===== src/rtl/trng_pkg.sv =====
`default_nettype none
// ============================================================================
// Module      : trng_pkg
// Description : Shared definitions for the TRNG sampling controller: FSM state
//               encoding, parameter defaults and the repetition counter width.
// Revision    : 1.0 - initial release
// ============================================================================
package trng_pkg;

    localparam int unsigned WORD_W_DEFAULT     = 32;
    localparam int unsigned WARMUP_CYC_DEFAULT = 256;
    localparam int unsigned REP_LIMIT_DEFAULT  = 31;

    // Wide enough for the largest legal repetition limit (255).
    localparam int unsigned REP_CNT_W          = 8;

    typedef enum logic [2:0] {
        ST_IDLE    = 3'd0,
        ST_WARMUP  = 3'd1,
        ST_COLLECT = 3'd2,
        ST_PRESENT = 3'd3,
        ST_FAULT   = 3'd4
    } trng_state_e;

endpackage : trng_pkg
`default_nettype wire


===== src/rtl/trng_sync.sv =====
`default_nettype none
// ============================================================================
// Module      : trng_sync
// Description : Two-flop synchronizer for an asynchronous oscillator input,
//               with an optional rising-edge detector on the synchronized
//               level. The oscillator is only ever sampled as data.
// Ports       : clk      - system clock
//               rst_n    - asynchronous active-low reset
//               async_i  - asynchronous input
//               level_o  - synchronized level
//               rise_o   - one-cycle pulse on a synchronized 0->1 transition
//                          (constant 0 when EDGE_EN = 0)
// Revision    : 1.0 - initial release
// ============================================================================
module trng_sync #(
    parameter bit EDGE_EN = 1'b1
) (
    input  logic clk,
    input  logic rst_n,
    input  logic async_i,
    output logic level_o,
    output logic rise_o
);

    logic meta_q;
    logic sync_q;

    always_ff @(posedge clk or negedge rst_n) begin
        if (!rst_n) begin
            meta_q <= 1'b0;
            sync_q <= 1'b0;
        end else begin
            meta_q <= async_i;
            sync_q <= meta_q;
        end
    end

    assign level_o = sync_q;

    generate
        if (EDGE_EN) begin : g_edge
            logic prev_q;

            always_ff @(posedge clk or negedge rst_n) begin
                if (!rst_n) begin
                    prev_q <= 1'b0;
                end else begin
                    prev_q <= sync_q;
                end
            end

            assign rise_o = sync_q & ~prev_q;
        end else begin : g_no_edge
            assign rise_o = 1'b0;
        end
    endgenerate

endmodule : trng_sync
`default_nettype wire


===== src/rtl/trng_sample_ctrl.sv =====
`default_nettype none
// ============================================================================
// Module      : trng_sample_ctrl
// Description : Ring-oscillator TRNG sampling controller. The fast oscillator
//               is sampled on rising edges of the slow oscillator, raw bits
//               are von Neumann debiased into WORD_W-bit words delivered over
//               a valid/ready handshake, and a repetition-count health test
//               latches a sticky fault.
// Ports       : clk        - system clock
//               rst_n      - asynchronous active-low reset
//               en         - enable; low returns to IDLE
//               osc_a      - fast oscillator (sampled data)
//               osc_b      - slow oscillator (sampling strobe)
//               rnd_rdy    - downstream ready
//               rnd_data   - debiased random word
//               rnd_valid  - rnd_data valid
//               fault      - sticky health-test failure
// Revision    : 1.0 - initial release
// ============================================================================
module trng_sample_ctrl
    import trng_pkg::*;
#(
    parameter int unsigned WORD_W     = WORD_W_DEFAULT,
    parameter int unsigned WARMUP_CYC = WARMUP_CYC_DEFAULT,
    parameter int unsigned REP_LIMIT  = REP_LIMIT_DEFAULT
) (
    input  logic              clk,
    input  logic              rst_n,
    input  logic              en,
    input  logic              osc_a,
    input  logic              osc_b,
    input  logic              rnd_rdy,
    output logic [WORD_W-1:0] rnd_data,
    output logic              rnd_valid,
    output logic              fault
);

    localparam int unsigned c_CNT_W  = $clog2(WORD_W + 1);
    localparam int unsigned c_WARM_W = (WARMUP_CYC > 1) ? $clog2(WARMUP_CYC) : 1;

    localparam logic [c_CNT_W-1:0]   c_BIT_LAST  = c_CNT_W'(WORD_W - 1);
    localparam logic [c_WARM_W-1:0]  c_WARM_LAST = c_WARM_W'(WARMUP_CYC - 1);
    localparam logic [REP_CNT_W-1:0] c_REP_TRIP  = REP_CNT_W'(REP_LIMIT);

    // ------------------------------------------------------------------
    // Oscillator synchronizers
    // ------------------------------------------------------------------
    logic w_raw;
    logic w_sample;
    logic w_osc_b_level_unused;
    logic w_osc_a_rise_unused;

    trng_sync #(
        .EDGE_EN (1'b0)
    ) u_sync_a (
        .clk     (clk),
        .rst_n   (rst_n),
        .async_i (osc_a),
        .level_o (w_raw),
        .rise_o  (w_osc_a_rise_unused)
    );

    trng_sync #(
        .EDGE_EN (1'b1)
    ) u_sync_b (
        .clk     (clk),
        .rst_n   (rst_n),
        .async_i (osc_b),
        .level_o (w_osc_b_level_unused),
        .rise_o  (w_sample)
    );

    // ------------------------------------------------------------------
    // State
    // ------------------------------------------------------------------
    trng_state_e            state_q,    state_d;
    logic [c_WARM_W-1:0]    warm_q,     warm_d;
    logic [c_CNT_W-1:0]     bitcnt_q,   bitcnt_d;
    logic [WORD_W-1:0]      word_q,     word_d;
    logic                   valid_q,    valid_d;
    logic                   fault_q,    fault_d;
    logic                   pair_vld_q, pair_vld_d;
    logic                   pair_bit_q, pair_bit_d;
    logic [REP_CNT_W-1:0]   rep_cnt_q,  rep_cnt_d;
    logic                   rep_bit_q,  rep_bit_d;

    // Run length including the current sample. A zero count means no sample
    // has been seen since the test was cleared, so the first one starts a run.
    logic [REP_CNT_W-1:0]   w_rep_next;
    logic                   w_rep_trip;

    assign w_rep_next = ((rep_cnt_q != '0) && (w_raw == rep_bit_q))
                        ? (rep_cnt_q + 1'b1) : REP_CNT_W'(1);
    assign w_rep_trip = w_sample && (w_rep_next == c_REP_TRIP);

    always_ff @(posedge clk or negedge rst_n) begin
        if (!rst_n) begin
            state_q    <= ST_IDLE;
            warm_q     <= '0;
            bitcnt_q   <= '0;
            word_q     <= '0;
            valid_q    <= 1'b0;
            fault_q    <= 1'b0;
            pair_vld_q <= 1'b0;
            pair_bit_q <= 1'b0;
            rep_cnt_q  <= '0;
            rep_bit_q  <= 1'b0;
        end else begin
            state_q    <= state_d;
            warm_q     <= warm_d;
            bitcnt_q   <= bitcnt_d;
            word_q     <= word_d;
            valid_q    <= valid_d;
            fault_q    <= fault_d;
            pair_vld_q <= pair_vld_d;
            pair_bit_q <= pair_bit_d;
            rep_cnt_q  <= rep_cnt_d;
            rep_bit_q  <= rep_bit_d;
        end
    end

    always_comb begin
        state_d    = state_q;
        warm_d     = warm_q;
        bitcnt_d   = bitcnt_q;
        word_d     = word_q;
        valid_d    = valid_q;
        fault_d    = fault_q;
        pair_vld_d = pair_vld_q;
        pair_bit_d = pair_bit_q;
        rep_cnt_d  = rep_cnt_q;
        rep_bit_d  = rep_bit_q;

        case (state_q)
            ST_IDLE: begin
                if (en) begin
                    state_d = ST_WARMUP;
                    warm_d  = '0;
                end
            end

            // Samples are ignored while the oscillators settle.
            ST_WARMUP: begin
                if (warm_q == c_WARM_LAST) begin
                    state_d = ST_COLLECT;
                end else begin
                    warm_d = warm_q + 1'b1;
                end
            end

            ST_COLLECT: begin
                if (w_sample) begin
                    rep_cnt_d = w_rep_next;
                    rep_bit_d = w_raw;
                    if (w_rep_trip) begin
                        // Health failure outranks a word completing now.
                        state_d    = ST_FAULT;
                        fault_d    = 1'b1;
                        pair_vld_d = 1'b0;
                    end else if (!pair_vld_q) begin
                        pair_vld_d = 1'b1;
                        pair_bit_d = w_raw;
                    end else begin
                        // Second bit of a pair: 10 -> 1, 01 -> 0, i.e. the
                        // first bit is emitted whenever the two differ.
                        pair_vld_d = 1'b0;
                        if (w_raw != pair_bit_q) begin
                            word_d   = {word_q[WORD_W-2:0], pair_bit_q};
                            bitcnt_d = bitcnt_q + 1'b1;
                            if (bitcnt_q == c_BIT_LAST) begin
                                state_d = ST_PRESENT;
                                valid_d = 1'b1;
                            end
                        end
                    end
                end
            end

            // Word on offer: raw bits feed only the health test.
            ST_PRESENT: begin
                pair_vld_d = 1'b0;
                if (w_sample) begin
                    rep_cnt_d = w_rep_next;
                    rep_bit_d = w_raw;
                end
                if (w_rep_trip) begin
                    state_d = ST_FAULT;
                    fault_d = 1'b1;
                    valid_d = 1'b0;
                end else if (valid_q && rnd_rdy) begin
                    state_d  = ST_COLLECT;
                    valid_d  = 1'b0;
                    bitcnt_d = '0;
                end
            end

            ST_FAULT: begin
                valid_d = 1'b0;
            end

            default: begin
                state_d = ST_IDLE;
            end
        endcase

        // Disable overrides everything; the word register is kept but any
        // pending word is no longer offered.
        if (!en) begin
            state_d    = ST_IDLE;
            warm_d     = '0;
            valid_d    = 1'b0;
            fault_d    = 1'b0;
            bitcnt_d   = '0;
            pair_vld_d = 1'b0;
            pair_bit_d = 1'b0;
            rep_cnt_d  = '0;
            rep_bit_d  = 1'b0;
        end
    end

    assign rnd_data  = word_q;
    assign rnd_valid = valid_q;
    assign fault     = fault_q;

endmodule : trng_sample_ctrl
`default_nettype wire

===== config.mk =====
export PLATFORM = sky130hd
export DESIGN_NAME = trng_sample_ctrl
export DESIGN_NICKNAME = d
export VERILOG_FILES = /design/src/rtl/trng_pkg.sv /design/src/rtl/trng_sync.sv /design/src/rtl/trng_sample_ctrl.sv
export SDC_FILE = /design/constraint.sdc
export NUM_CORES = 1
export LEC_CHECK = 0
export ABC_AREA = 1
export BUFFER_PORTS_ARGS = -buffer_cell sky130_fd_sc_hd__buf_2
export CORE_MARGIN = 10
export CORE_UTILIZATION = 50
export CTS_CLUSTER_SIZE = 24
export DETAILED_ROUTE_END_ITERATION = 10
export PLACE_DENSITY = 0.7
export SETUP_SLACK_MARGIN = 0.3
export SLEW_MARGIN = 40
export SYNTH_ARGS = -nofsm -noshare
export SYNTH_HDL_FRONTEND = slang
export SYNTH_SLANG_ARGS = --single-unit

===== constraint.sdc =====
create_clock -name clk -period 1.9 [get_ports clk]
set_clock_uncertainty 0.2 [all_clocks]
set_input_delay 0.19 -clock clk [delete_from_list [all_inputs] [get_ports clk]]
set_output_delay 0.19 -clock clk [all_outputs]
set_load 0.02 [all_outputs]

After elaboration in Yosys (flattened, before gate mapping)

Index checks and enable logic that the tools add are counted.

Bits in latches: 0
Bits in writable memories: 0
Register bits after elaboration: 67
Output and inout port bits: 34
Logic and storage cells: 117
ROM bits: 0
Memories: 0
Input bits: 6

Add/sub/neg operators: 3
Equal/unequal tests: 31
$lt $le $gt $ge: 0
Reductions and logical operators: 14
Mux-type cells: 51
Multipliers: 0
Bitwise gates (word level): 3
Div/mod/pow operators: 0
Shifts and indexed selects: 0

Operator list:

| cell                | number |
|---|---|
| $mux 8              | 6 |
| $mux 6              | 7 |
| $mux 3              | 9 |
| $ne 3x3->1 const B  | 9 |
| $mux 1              | 23 |
| $reduce_and 7->1    | 3 |
| $add 8x1->8 const B | 2 |
| $ne 4x4->1 const B  | 4 |
| $pmux 8 s2          | 1 |
| $pmux 3 s5          | 1 |
| $pmux 6 s2          | 1 |
| $eq 8x5->1 const B  | 1 |
| $eq 8x8->1 const B  | 1 |
| $ne 2x2->1 const B  | 4 |
| $reduce_bool 8->1   | 1 |
| $add 6x1->6 const B | 1 |
| $eq 3x2->1 const B  | 2 |
| $eq 6x5->1 const B  | 1 |
| $ne 3x1->1 const B  | 2 |
| $reduce_and 2->1    | 3 |
| $reduce_and 5->1    | 1 |
| $ne 2x1->1 const B  | 2 |
| $ne 4x1->1 const B  | 1 |
| $pmux 1 s2          | 2 |
| other kinds (11)    | 14 |

Longest topological paths before layout

Depth in word-level cells: 9
Gate-level depth with buffers: 15
Mapped depth without buffers: 15

By module

From an unflattened synthesis, not the netlist that was laid out.

Cell total of the unflattened synthesis: 422
Area, all modules: 3,428.3 sq um

By module, submodules not included:

| module               | instances | cells each | sequential area each (sq um) | area an instance (sq um) |
|---|---|---|---|---|
| trng_sample_ctrl     | 1         | 413        | 1,551.5                      | 3,281.9 |
| trng_sync (u_sync_b) | 1         | 5          | 75.1                         | 85.1 |
| trng_sync (u_sync_a) | 1         | 4          | 50.0                         | 61.3 |

Worst setup path after synthesis

OpenSTA, ideal clock, no wires.

Kind: register to register
From: register rep_cnt_q[0]
To: register word_q[23] (netlist: rnd_data[23])
Setup time: 0.117 ns
Data arrival time: 1.701 ns
Cell stages (with the launch flop): 13
Path buffers: 1
Clock period less this slack: 2.018 ns
Path slack: -0.118 ns
Cells stage by stage: dfrtp_1 > inv_1 > ha_1 > nand2_4 > nor2_4 > nor2_4 > nand3_1 > nor2_2 > nand2_4 > nand4_4 > buf_6 > nand2_2 > o21ai_2

Word-level cells in the longest chain between the ends: 7

Ends and longest elaborated chain:

| what                                                | RTL line                | RTL |
|---|---|---|
| start, declared                                     | trng_sample_ctrl.sv:84  | `logic [REP_CNT_W-1:0] rep_cnt_q, rep_cnt_d;` |
| start signal, assigned                              | trng_sample_ctrl.sv:117 | `rep_cnt_q <= rep_cnt_d;` |
| branches (longest 2 deep; another with $add 8x1->8) | n/a                     |  |
| $mux 8 *                                            | trng_sample_ctrl.sv:93  | `? (rep_cnt_q + 1'b1) : REP_CNT_W'(1);` |
| $eq 8x5->1 *                                        | trng_sample_ctrl.sv:94  | `assign w_rep_trip = w_sample && (w_rep_next == c_REP_TRIP);` |
| $logic_and 1x1->1 *                                 | trng_sample_ctrl.sv:94  |  |
| $not 1->1 (no line) *                               | n/a                     |  |
| $reduce_and 5->1 (no line) *                        | n/a                     |  |
| end signal, assigned                                | trng_sample_ctrl.sv:112 | `word_q <= word_d;` |
| end, declared                                       | trng_sample_ctrl.sv:79  | `logic [WORD_W-1:0] word_q, word_d;` |

Every way passes the cells marked *.
A chain may end at the register's enable or synchronous reset.

Worst setup path after layout

From: register rep_cnt_q[0]
To: register fault_q (netlist: fault)

Word-level cells in the longest chain between the ends: 9

Ends and longest elaborated chain:

| what                                                | RTL line                | RTL |
|---|---|---|
| branches (longest 2 deep; another with $add 8x1->8) | n/a                     |  |
| $mux 8 *                                            | trng_sample_ctrl.sv:93  |  |
| $eq 8x5->1 *                                        | trng_sample_ctrl.sv:94  |  |
| $logic_and 1x1->1 *                                 | trng_sample_ctrl.sv:94  |  |
| $mux 1 *                                            | n/a                     |  |
| $mux 1                                              | n/a                     |  |
| $pmux 1 s2 *                                        | n/a                     |  |
| $mux 1 *                                            | n/a                     |  |
| end signal, assigned                                | trng_sample_ctrl.sv:114 | `fault_q <= fault_d;` |
| end, declared                                       | trng_sample_ctrl.sv:81  | `logic fault_q, fault_d;` |

Every way passes the cells marked *. The select of a mux whose other input is x is not followed.

==> reports/results.tsv <==
metric	value	unit
grt ovf	0	
number of port buffers	39	
CP startpoint kind	register	
pwr dens	837	nW/um^2
routed len/inst	13.2	microns
Data required, critical path	1.98	ns
sequential fraction of design power	40.7	%
crit path max fanout	7	
average vias per placed instance	4.91	
Tot GR Track Use	14.5	%
RSZ-0062 raised after global routing	yes	
Switching Share	31.8	%
Yosys reg bits	67	
area of the multi-input gates	1710	sq um
critical path arrival	2.20	ns
first-pass GRT wire length	13400	microns
top cells by area, synth	dfrtp_1, nand2_1, o21ai_2, inv_1, nand3_1	
Final Max Slew Viols	0	
antenna violations before repair	0	
share of cells above drive strength 1	42.6	%
Net Sw Power	1.24	mW
Final setup viols	44	
clock share of power	34.1	%
largest net degree at the start of global routing	68	
Synth top area share	47.5	%
combinational share of power	25.1	%
fin util	68.1	%
fill cell total of the finished layout	550	
synthesis-to-finish area growth	31.8	%
H-tree levels	3	
mux cell area share after synthesis	0	%
Syn Nets	425	
main combinational cell family by area after synthesis	simple AND/OR/NAND/NOR gates	
post-DP HPWL	5340	microns
Worst Tran Pin Value	0.407	ns
crit path capture type	register	
Die H	104	microns
CTS tree	done	
Starting Density	51.6	%
DRT Pass-1 Iters	4	
FF+latch area	1680	sq um
Slew HR	72.8	%
DIE WIDTH	104	microns
DRC	0	
I/O pin count	40	
final hold vios	0	
Vias	2960	
Max Cap Viol	0	
post-synth top area cell	dfrtp_1	
FMAX	474	MHz
CTS max path bufs	2	
post-layout min period	2.11	ns
adder-cell share of the synthesized area	1.42	%
Worst VDD drop	0.000580	V
Net count, final	512	
Synth Area in XOR/XNOR	1.45	%
clk slew on worst S/H paths	0.07	ns
Internal Power	2.66	mW
Mapped Area	3530	sq um
CTS Sinks	67	
total CTS buffers	9	
antenna fix cells	0	
Synth Area in Compound Gates	13.3	%
critical path class	register to register	
Iter 0 DRT Violations	173	
setup ws final	-0.212	ns
Syn Inst Count	415	
post-route setup TNS	-7.79	ns
hold crit path type	input pin to register	
violated checks	setup timing	
status	finished, violations left	
Ys Warns	0	
Final Wtd Congestion	0.896	
FP Rows	30	
syn_area_per_cell	8.50	sq um
Routed WL	7990	microns
simple-gate share of the synthesized area	26.0	%
vias in the first global route	3031	
post-synthesis cell type count	31	
Final period util	111	%
Core Region	6830	sq um
Leak Pwr	2.23	nW
Seq/Total Area, Yosys	47.5	%
CTS Root Buffer Type	clkbuf_8	
Antenna Nets Post-Route	0	
latest clock arrival within the worst-skew pair	0.35	ns
die area	10800	sq um
[per-layer routing]
layer / GRT usage (%) / part of all wire (%) / vias up
li1: - / - / 1480
met1: 16.7 / 44 / 1439
met2: 24.1 / 51 / 39
met3: 4.34 / 4.7 / 2
met4: 6.96 / 0.24 / 0
met5: 0 / 0 / -
[flip-flops by register name (all words and copies together) (netlist names)]
name,flops
bitcnt_q,6
fault,1
pair_bit_q,1
pair_vld_q,1
rep_bit_q,1
rep_cnt_q,8
rnd_data,32
rnd_valid,1
state_q,3
u_sync_a.level_o,1
u_sync_a.meta_q,1
u_sync_b.g_edge.prev_q,1
u_sync_b.level_o,1
u_sync_b.meta_q,1
warm_q,8
[cell usage in the layout, fill, tap and decap left out, types with 11 or more instances in the layout]
cell type / synthesis / final
dfrtp_1: 67 / 64
inv_1: 72 / 67
buf_6: 7 / 11
nand3_1: 29 / 20
o21ai_2: 33 / 34
nand2_2: 15 / 24
nor2_2: 3 / 11
nor2_1: 33 / 22
nand2_1: 90 / 78
buf_2: 1 / 39
buf_4: 1 / 29
[worst max-delay path: stages (launching register included)]
cell     delay [ns]
dfrtp_1        0.42
inv_2          0.09
ha_4           0.17
nand2_4        0.08
nor2_4         0.05
nor2_4         0.16
nand3_2        0.12
nor2_4         0.17
nand2_4        0.10
buf_4          0.15
buf_6          0.11
nor3_4         0.09
o21a_1         0.13
[cell families after synthesis]
logic type	count (synthesis)
xor+xnor	5
flops	67
simple gates	192
buf+inv	82
fa+ha+maj	4
compound gates	65
[cell usage after synthesis, drive strengths merged]
library cell	instances
a21oi	9
and3b	1
buf	9
dfrtp	67
ha	4
inv	73
nand2	108
nand3	29
nand3b	2
nand4	5
nor2	42
nor3	4
o211ai	1
o21a	1
o21ai	47
o21bai	2
o22ai	4
o32ai	1
or2	1
xnor2	2
xor2	3
[power by group through the flow]
stage,combinational (mW),sequential (mW),clock (mW)
detailed placement,0.711,1.61,0
finish,0.979,1.59,1.33
floorplan,0.480,1.62,0
CTS,0.862,1.58,1.37
global route,1.08,1.60,1.43
global placement,0.691,1.61,0
[timing repair]
| item | CTS | global route |
|---|---|---|
| endpoints found under the hold margin | 69 | 0 |
| gates resized for setup | 29 | 49 |
| setup endpoints to repair | 61 | 61 |
| gates cloned | 0 | 1 |
| hold buffers | 3 | 0 |
| buffers inserted | 12 | 9 |
| pin swaps | 6 | 11 |
[cell type report]
type	count	share of cell area, %
timing repair buffer	85	13.6
clock inverter	7	2.12
sequential	67	36.1
tap	96	2.58
inverter	73	6.11
multi-input combinational	266	36.8
clock buffer	9	2.66
[stage by stage]
stage	cells	hold WS [ns]	setup slack (ns)	instance area [sq um]	power, mW
finish	603	0.0506	-0.212	4650	3.89
global route	603	0.0487	-0.334	4650	4.11
CTS	593	0.0176	-0.156	4400	3.81
detailed placement	562	0.0367	-0.192	3960	2.32
global placement	562	0.0413	-0.131	3960	2.30
floorplan	415	-0.306	-0.0522	3550	2.10
[final timing paths]
kind | cells after the start | slack [ns] | end | startpoint
worst max-delay path | 12 | -0.21 | fault$_DFFE_PN0P_ | rep_cnt_q[0]$_DFFE_PN0P_
worst min register to register | 0 | 0.16 | u_sync_b.level_o$_DFF_PN0_ | u_sync_b.meta_q$_DFF_PN0_
max in group asynchronous | 3 | 1.01 | bitcnt_q[4]$_DFFE_PN0P_ | rst_n
min in group asynchronous | 3 | 0.19 | rep_cnt_q[5]$_DFFE_PN0P_ | rst_n
worst min-delay path | 3 | 0.05 | fault$_DFFE_PN0P_ | en
worst max register to register | 12 | -0.21 | fault$_DFFE_PN0P_ | rep_cnt_q[0]$_DFFE_PN0P_
Power figures use the tool's default switching activity.
